<file path="config.mk">
export PLATFORM = sky130hd
export DESIGN_NAME = iomem_bus_ctrl_flat
export DESIGN_NICKNAME = d
export VERILOG_FILES = /design/src/rtl/iomem_bus_if.sv /design/src/rtl/iomem_bus_ctrl.sv /design/src/flat_wrapper.sv
export SDC_FILE = /design/constraint.sdc
export NUM_CORES = 1
export LEC_CHECK = 0
export CAP_MARGIN = 10
export CORE_AREA = 2 2 177 179
export CTS_BUF_LIST = sky130_fd_sc_hd__clkbuf_8
export CTS_CLUSTER_DIAMETER = 50
export DETAILED_ROUTE_END_ITERATION = 8
export DIE_AREA = 0 0 179 181
export GPL_TIMING_DRIVEN = 0
export HOLD_SLACK_MARGIN = 0.08
export PLACE_DENSITY = 0.65
export SYNTH_ARGS = -nofsm -noshare
export SYNTH_HDL_FRONTEND = slang
export SYNTH_SLANG_ARGS = --single-unit
</file>
<file path="constraint.sdc">
create_clock -name clk -period 5.7 [get_ports clk]
set_input_delay 1.14 -clock clk [delete_from_list [all_inputs] [get_ports clk]]
set_output_delay 1.14 -clock clk [all_outputs]
set_load 0.02 [all_outputs]
</file>
<file path="src/rtl/iomem_bus_if.sv">
// iomem_bus_if: core-side request/response and shared peripheral-side slot bus
interface iomem_bus_if #(
  parameter int NUM_SLOTS = 8
);
  logic                   m_valid;
  logic                   m_ready;
  logic [3:0]             m_wstrb;
  logic [31:0]            m_addr;
  logic [31:0]            m_wdata;
  logic [31:0]            m_rdata;
  logic [NUM_SLOTS-1:0]   s_valid;
  logic [3:0]             s_wstrb;
  logic [31:0]            s_addr;
  logic [31:0]            s_wdata;
  logic [NUM_SLOTS-1:0]   s_ready;
  logic [32*NUM_SLOTS-1:0] s_rdata;
  modport slave (
    input  m_valid, m_wstrb, m_addr, m_wdata, s_ready, s_rdata,
    output m_ready, m_rdata, s_valid, s_wstrb, s_addr, s_wdata
  );
  modport master (
    output m_valid, m_wstrb, m_addr, m_wdata, s_ready, s_rdata,
    input  m_ready, m_rdata, s_valid, s_wstrb, s_addr, s_wdata
  );
endinterface

</file>
<file path="src/rtl/iomem_bus_ctrl.sv">
// iomem_bus_ctrl: decodes the peripheral slot, sequences the request and aborts stalled or unmapped accesses
module iomem_bus_ctrl #(
  parameter int          NUM_SLOTS = 8,
  parameter logic [7:0]  BASE_SLOT = 8'h03,
  parameter int unsigned TIMEOUT   = 1023,
  parameter logic [31:0] ERR_DATA  = 32'hDEAD_BEEF
) (
  input  logic        clk,
  input  logic        reset,
  iomem_bus_if.slave  bus,
  output logic        bus_err,
  output logic [15:0] err_count,
  output logic        busy
);
  localparam int SW = NUM_SLOTS > 1 ? $clog2(NUM_SLOTS) : 1;
  typedef enum logic [1:0] {IDLE, ACCESS, RESP} state_t;
  state_t               state, state_n;
  logic [SW-1:0]        sel, sel_n;
  logic [31:0]          cnt, cnt_n, rdata_n, addr_n, wdata_n;
  logic [3:0]           wstrb_n;
  logic [NUM_SLOTS-1:0] valid_n;
  logic                 err_n;
  logic [15:0]          ecnt_n;
  logic [7:0]           slot;
  logic [15:0]          ecnt_inc;
  assign slot     = bus.m_addr[31:24] - BASE_SLOT;
  assign ecnt_inc = err_count + 16'(err_count != 16'hFFFF);
  // next state and next values of every registered output
  always_comb begin
    state_n = state;
    sel_n   = sel;
    cnt_n   = cnt;
    rdata_n = bus.m_rdata;
    addr_n  = bus.s_addr;
    wdata_n = bus.s_wdata;
    wstrb_n = bus.s_wstrb;
    valid_n = bus.s_valid;
    err_n   = 1'b0;
    ecnt_n  = err_count;
    case (state)
      IDLE: if (bus.m_valid && !bus.m_ready) begin
        if (slot < 8'(NUM_SLOTS)) begin
          sel_n   = slot[SW-1:0];
          valid_n = {{(NUM_SLOTS-1){1'b0}}, 1'b1} << slot[SW-1:0];
          addr_n  = bus.m_addr;
          wdata_n = bus.m_wdata;
          wstrb_n = bus.m_wstrb;
          cnt_n   = '0;
          state_n = ACCESS;
        end else begin
          rdata_n = ERR_DATA;
          err_n   = 1'b1;
          ecnt_n  = ecnt_inc;
          state_n = RESP;
        end
      end
      ACCESS: begin
        cnt_n = cnt + 32'd1;
        if (bus.s_ready[sel]) begin
          rdata_n = bus.s_rdata[32*sel +: 32];
          valid_n = '0;
          state_n = RESP;
        end else if (TIMEOUT != 0 && cnt == TIMEOUT - 1) begin
          rdata_n = ERR_DATA;
          valid_n = '0;
          err_n   = 1'b1;
          ecnt_n  = ecnt_inc;
          state_n = RESP;
        end
      end
      RESP:    state_n = IDLE;
      default: state_n = IDLE;
    endcase
  end
  // state and output registers; m_ready fires in the cycle after RESP
  always_ff @(posedge clk or posedge reset) begin
    if (reset) begin
      state       <= IDLE;
      sel         <= '0;
      cnt         <= '0;
      bus.m_ready <= 1'b0;
      bus.m_rdata <= '0;
      bus.s_valid <= '0;
      bus.s_wstrb <= '0;
      bus.s_addr  <= '0;
      bus.s_wdata <= '0;
      bus_err     <= 1'b0;
      err_count   <= '0;
      busy        <= 1'b0;
    end else begin
      state       <= state_n;
      sel         <= sel_n;
      cnt         <= cnt_n;
      bus.m_ready <= state == RESP;
      bus.m_rdata <= rdata_n;
      bus.s_valid <= valid_n;
      bus.s_wstrb <= wstrb_n;
      bus.s_addr  <= addr_n;
      bus.s_wdata <= wdata_n;
      bus_err     <= err_n;
      err_count   <= ecnt_n;
      busy        <= state_n != IDLE;
    end
  end
endmodule
</file>
<file path="src/flat_wrapper.sv">
// flat-port wrapper written by rule: the top's interface ports become plain ports
module iomem_bus_ctrl_flat 
#(
  parameter int          NUM_SLOTS = 8,
  parameter logic [7:0]  BASE_SLOT = 8'h03,
  parameter int unsigned TIMEOUT   = 1023,
  parameter logic [31:0] ERR_DATA  = 32'hDEAD_BEEF
)
  (clk, reset, bus_err, err_count, busy, bus_m_valid, bus_m_wstrb, bus_m_addr, bus_m_wdata, bus_s_ready, bus_s_rdata, bus_m_ready, bus_m_rdata, bus_s_valid, bus_s_wstrb, bus_s_addr, bus_s_wdata);
  iomem_bus_if #(.NUM_SLOTS(NUM_SLOTS)) bus_i ();
  input  logic clk;
  input  logic reset;
  output logic bus_err;
  output logic [15:0] err_count;
  output logic busy;
  input wire logic [$bits(bus_i.m_valid)-1:0] bus_m_valid;
  input wire logic [$bits(bus_i.m_wstrb)-1:0] bus_m_wstrb;
  input wire logic [$bits(bus_i.m_addr)-1:0] bus_m_addr;
  input wire logic [$bits(bus_i.m_wdata)-1:0] bus_m_wdata;
  input wire logic [$bits(bus_i.s_ready)-1:0] bus_s_ready;
  input wire logic [$bits(bus_i.s_rdata)-1:0] bus_s_rdata;
  output wire logic [$bits(bus_i.m_ready)-1:0] bus_m_ready;
  output wire logic [$bits(bus_i.m_rdata)-1:0] bus_m_rdata;
  output wire logic [$bits(bus_i.s_valid)-1:0] bus_s_valid;
  output wire logic [$bits(bus_i.s_wstrb)-1:0] bus_s_wstrb;
  output wire logic [$bits(bus_i.s_addr)-1:0] bus_s_addr;
  output wire logic [$bits(bus_i.s_wdata)-1:0] bus_s_wdata;
  assign bus_i.m_valid = bus_m_valid;
  assign bus_i.m_wstrb = bus_m_wstrb;
  assign bus_i.m_addr = bus_m_addr;
  assign bus_i.m_wdata = bus_m_wdata;
  assign bus_i.s_ready = bus_s_ready;
  assign bus_i.s_rdata = bus_s_rdata;
  assign bus_m_ready = bus_i.m_ready;
  assign bus_m_rdata = bus_i.m_rdata;
  assign bus_s_valid = bus_i.s_valid;
  assign bus_s_wstrb = bus_i.s_wstrb;
  assign bus_s_addr = bus_i.s_addr;
  assign bus_s_wdata = bus_i.s_wdata;
  iomem_bus_ctrl #(.NUM_SLOTS(NUM_SLOTS), .BASE_SLOT(BASE_SLOT), .TIMEOUT(TIMEOUT), .ERR_DATA(ERR_DATA)) u_core (.clk(clk), .reset(reset), .bus(bus_i), .bus_err(bus_err), .err_count(err_count), .busy(busy));
endmodule
</file>
* After elaboration in Yosys (flattened, before gate mapping) *
Cells that the tools add are included.

storage, ports and cells
  bits in registers = 164
  input bits = 335
  output and inout port bits = 127

operators by class
  add/subtract/negate cells = 3
  order comparisons = 2
  equality and inequality tests = 10
  shifts and indexed selects = 2
  muxes and demuxes = 30
  reductions and logical operators = 10

operator list
  cell                     count
  $shiftx A256 B9 Y32      1
  $mux W32                 6
  $pmux W32 S2             2
  $mux W16                 4
  $add A32 B1 Y32 const B  1
  $eq A32 B10 Y1 const B   1
  $mux W8                  4
  $pmux W16 S2             1
  $add A16 B1 Y16          1
  $ne A16 B16 Y1 const B   1
  $pmux W8 S2              1
  $lt A8 B4 Y1 const B     1
  $mux W2                  4
  $reduce_and A4 Y1        2
  $shl A1 B3 Y8 const A    1
  $sub A8 B2 Y8 const B    1
  $ne A2 B1 Y1 const B     3
  $reduce_and A3 Y1        2
  $mux W1                  5
  $reduce_and A5 Y1        1
  $lt A3 B4 Y1 const B     1
  $ne A2 B2 Y1 const B     2
  $pmux W2 S2              1
  $reduce_bool A2 Y1       2
  other kinds (8)          8

* Depth between registers and ports, before layout *
  depth in word-level cells = 6
  mapped depth = 11
  depth with buffers taken out = 10

* Worst setup path before layout *
No wires, ideal clock.

  path kind = input-to-reg
  start = in bus_m_addr[24]
  end = reg u_core.bus.s_addr[10]
  setup time = 0.125 ns
  arrival = 2.832 ns
  required time = 5.575 ns
  path slack = 2.743 ns
  stages = 8
  buffers on the path = 2
  path through = ha_1 o211a_1 o311ai_1 nor2_1 nand3_1 buf_2 buf_2 mux2_2

between the ends
  longest elaborated chain between the ends = 3

RTL lines
  what                                RTL line              source
  start: declaration                  flat_wrapper.sv:18    input wire logic [$bits(bus_i.m_addr)-1:0] bus_m_addr;
  $sub A8 B2 Y8                       iomem_bus_ctrl.sv:26  assign slot = bus.m_addr[31:24] - BASE_SLOT;
  $lt A8 B4 Y1                        iomem_bus_ctrl.sv:42  if (slot < 8'(NUM_SLOTS)) begin
  $reduce_and A3 Y1 (no source line)  --
  end signal: assignment              iomem_bus_ctrl.sv:98  bus.s_addr <= addr_n;
  end: declaration                    iomem_bus_if.sv:19    output m_ready, m_rdata, s_valid, s_wstrb, s_addr, s_wdata

Every way passes these cells.
A chain may end at the register's enable or synchronous reset.

* Final worst setup path *
  start = in bus_m_addr[24]
  end = reg u_core.bus.s_addr[22]

The elaborated chain is that of the path after synthesis.

==> results.md <==
- Htree depth: 4
- Clk_skew: about 0.024 ns
- GR Overflow Total: 0
- Min Hold Slack: 0.479 ns
- Clock buffer depth: 2
- Sequential Power Share: between 30 and 40%
- Wire per inst: 21.7 um
- Final Max Slew Viols: 0
- Initial antenna violation count: 16
- 1st-iter DRT viols: 452
- Synth area leaders: dfrtp_1, mux4_2, mux2_2
- Register bit total from synthesis: between 150 and 200
- Internal power: approximately 2.8 mW
- Vias in the first global route: between 8,000 and 9,000
- Number of port buffers: approximately 460
- Cell with the most instances after synthesis: dfrtp_1
- Sequential share of the synthesized area: 45.4%
- Comb pwr share: between 40% and 50%
- Placement Setup Slack: between 1.5 and 2 ns
- Core area: 30,300 um2
- Worst vdd ir: between 0.0001 and 0.00015 V
- Pwr Total: 4.51 mW
- Core Util, Final: 48.2%
- Largest net degree at the start of global routing: between 80 and 90
- Unique masters post-synth: 54
- Setup bufs post-CTS: 0
- Psw: ~1.7 mW
- Vias after detailed routing: 8,091
- CTS tree: yes
- CTS Sinks: about 160
- DP Area: between 10,000 and 15,000 um2
- Top cells by count, synth: dfrtp_1, mux2_2, mux4_2
- Cell taking the most area after synthesis: dfrtp_1
- # rows: 64
- Critical path endpoint category: flip-flop
- Die height: ~180 um
- RSZ-0062 raised after global routing: false
- Clock Power Share: a little under a fifth
- Max Clk Rate: ~280 MHz
- Hpwl dp: just under 30,000 um
- Status: completed
- CP Max Fanout: 10
- Startpoint types: input pin
- Nets: between 1,500 and 2,000
- Synthesized netlist cell count: 730
- Setup slack, reg-to-reg: about 3 ns
- Crit path from: bus_m_addr[24]
- IO Count: around 460
- Setup ws final: roughly 2.1 ns
- Share of async-settable or async-resettable flops after synthesis: 100%
- Total Neg Setup Slack: 0 ns
- Yosys Warn Count: 0
- Period minus WS final: approximately 3.6 ns
- Syn Std Cell Area: just over 9000 um2
- All-layer global routing usage: 21.7%
- Fillers: around 2,800
- Number of remaining DRC errors: 0
- Final Hold Fails: 0
- CP Class: input pin to flip-flop
- Rel. slew slack: roughly a third
- Hold Crit Class: flip-flop to flip-flop
- Register area: approximately 4100 um2
- Worst Path Arrival: approximately 3.9 ns
- WP data required: 6.05 ns
- Syn Nets: around 1,100
- Reg clk slew, reported paths: 0.10 ns
- Total wire length: roughly 35,000 um
- Worst r2r path cells: 7
- Worst skew pair latency: 0.47 ns
- Vias per cell: ~5.0
- Fin cells: 1,632
- Final ANT Viol Nets: 0
- Max Cap Violations: 0
- Global-route wire length before repair: ~52,000 um
- Die X: about 180 um
- Post-synth top area share: 45.4%
- Post_cts resized: 0
- CTS Hold Buffers Added: 0
- Worst slew pin tran: just under 1 ns
- Die area: 32,400 um2
- Critical Path End: u_core.bus.s_addr[22]
- Fin area: ~15,000 um2
- Tcrit/Tclk final: about 63%
- Dpl cells: 1,588
- Multi-input gate area: approximately 4600 um2
- Top FF cell, synth: dfrtp_1
- Initial Util: 29.8%
- Root Buffer: clkbuf_8
- Post-synthesis area per instance: 12.4 um2
- Post-synth EDFFs: 0
- Area grow syn2layout: 61.6%
- CTS Buf Count: 17
- Drt first pass iters: 4
- Setup violations, final: 0
- Total leakage power: between 5 and 6 nW
- Final GP Congestion: about 0.85
- Layout cells sized above 1: a little under a fifth
- RR Endpoint: u_core.bus.m_rdata[30]
- Sw Ratio: 37.2%
- Cell Pwr Density: between 300 and 400 nW/um2
- R2r startpoint: u_core.sel[0]
[placed cells by master, fill, tap and decap left out, types with 7 or more instances in the layout]
master           instances
clkbuf_1                26
dfrtp_1                164
clkbuf_8                18
xnor2_1                  7
ha_1                    10
nand3_1                 19
o22ai_1                  8
buf_1                    7
nor2_1                  23
xor2_1                   7
nand4_1                 16
o21ai_0                 49
inv_1                   22
a21oi_2                 21
and3_1                  10
nor2_2                  20
mux2i_1                 36
nand2_1                 38
a21oi_1                 12
mux2_2                  64
mux4_2                  64
buf_2                   10
a31oi_1                 15
diode_2                 12
clkdlybuf4s50_1        461
[cell type report]
class                      count  area share, %
sequential                   164           28.1
antenna                       12          0.205
inverter                      24          0.702
clock buffer                  18           1.69
multi-input combinational    494           31.5
clock inverter                14           1.05
tap                          396           3.39
timing repair buffer         462           31.7
buffer                        48           1.63
[worst min path at each step]
stage                               startpoint  cells after the start              endpoint  slack [ns]
after floorplan                  u_core.cnt[9]                      1         u_core.cnt[9]        0.44
after global placement           u_core.cnt[5]                      1         u_core.cnt[5]        0.46
after detailed placement         u_core.cnt[5]                      1         u_core.cnt[5]        0.47
after CTS                        u_core.cnt[5]                      1         u_core.cnt[5]        0.48
after global routing      u_core.err_count[10]                      1  u_core.err_count[10]        0.51
final                            u_core.cnt[5]                      1         u_core.cnt[5]        0.48
[sequential cells by signal, summed over array words and instances, names as in the netlist]
signal	count
u_core.state	2
u_core.cnt	32
u_core.busy	1
u_core.bus.s_valid	8
u_core.sel	3
u_core.bus.s_wstrb	4
u_core.bus.s_wdata	32
u_core.bus.m_rdata	32
u_core.bus.s_addr	32
u_core.err_count	16
u_core.bus.m_ready	1
u_core.bus_err	1
[power by group through the flow]
stage               Combinational, mW  Clock (mW)  Sequential (mW)
floorplan                       0.894           0             1.89
global placement                 1.96           0             1.70
detailed placement               1.99           0             1.71
CTS                              1.99       0.890             1.69
global route                     2.11       0.941             1.74
finish                           1.96       0.863             1.69
[kinds of logic (layout without fill, tap and decap cells)]
kind of cell               Yosys count  in the layout  synth area share, %
other                                0             12                    0
xor gates and xnor gates            15             15                 1.53
AOI/OAI and AO/OA                  133            133                 9.60
DFF                                164            164                 45.4
adders and majority gates           10             10                 1.38
buffers and inverters               72            566                 3.69
and+or+nand+nor                    172            172                 10.6
muxes                              164            164                 27.9
[layer usage]
metal,up-vias,wire (um),global-route usage [%]
met5,-,25,0
met3,37,2750,5.89
li1,3728,-,-
met1,4018,13100,24.4
met2,304,18900,39.4
met4,4,679,7.02
[critical path: stages]
cell             delay, ns
clkdlybuf4s50_1       0.55
ha_1                  0.32
o211a_1               0.22
o311ai_1              0.24
nor2_1                0.19
nand3_1               0.22
buf_2                 0.29
buf_2                 0.38
mux2_2                0.38
Note: power is estimated with default switching activity, not from simulation.
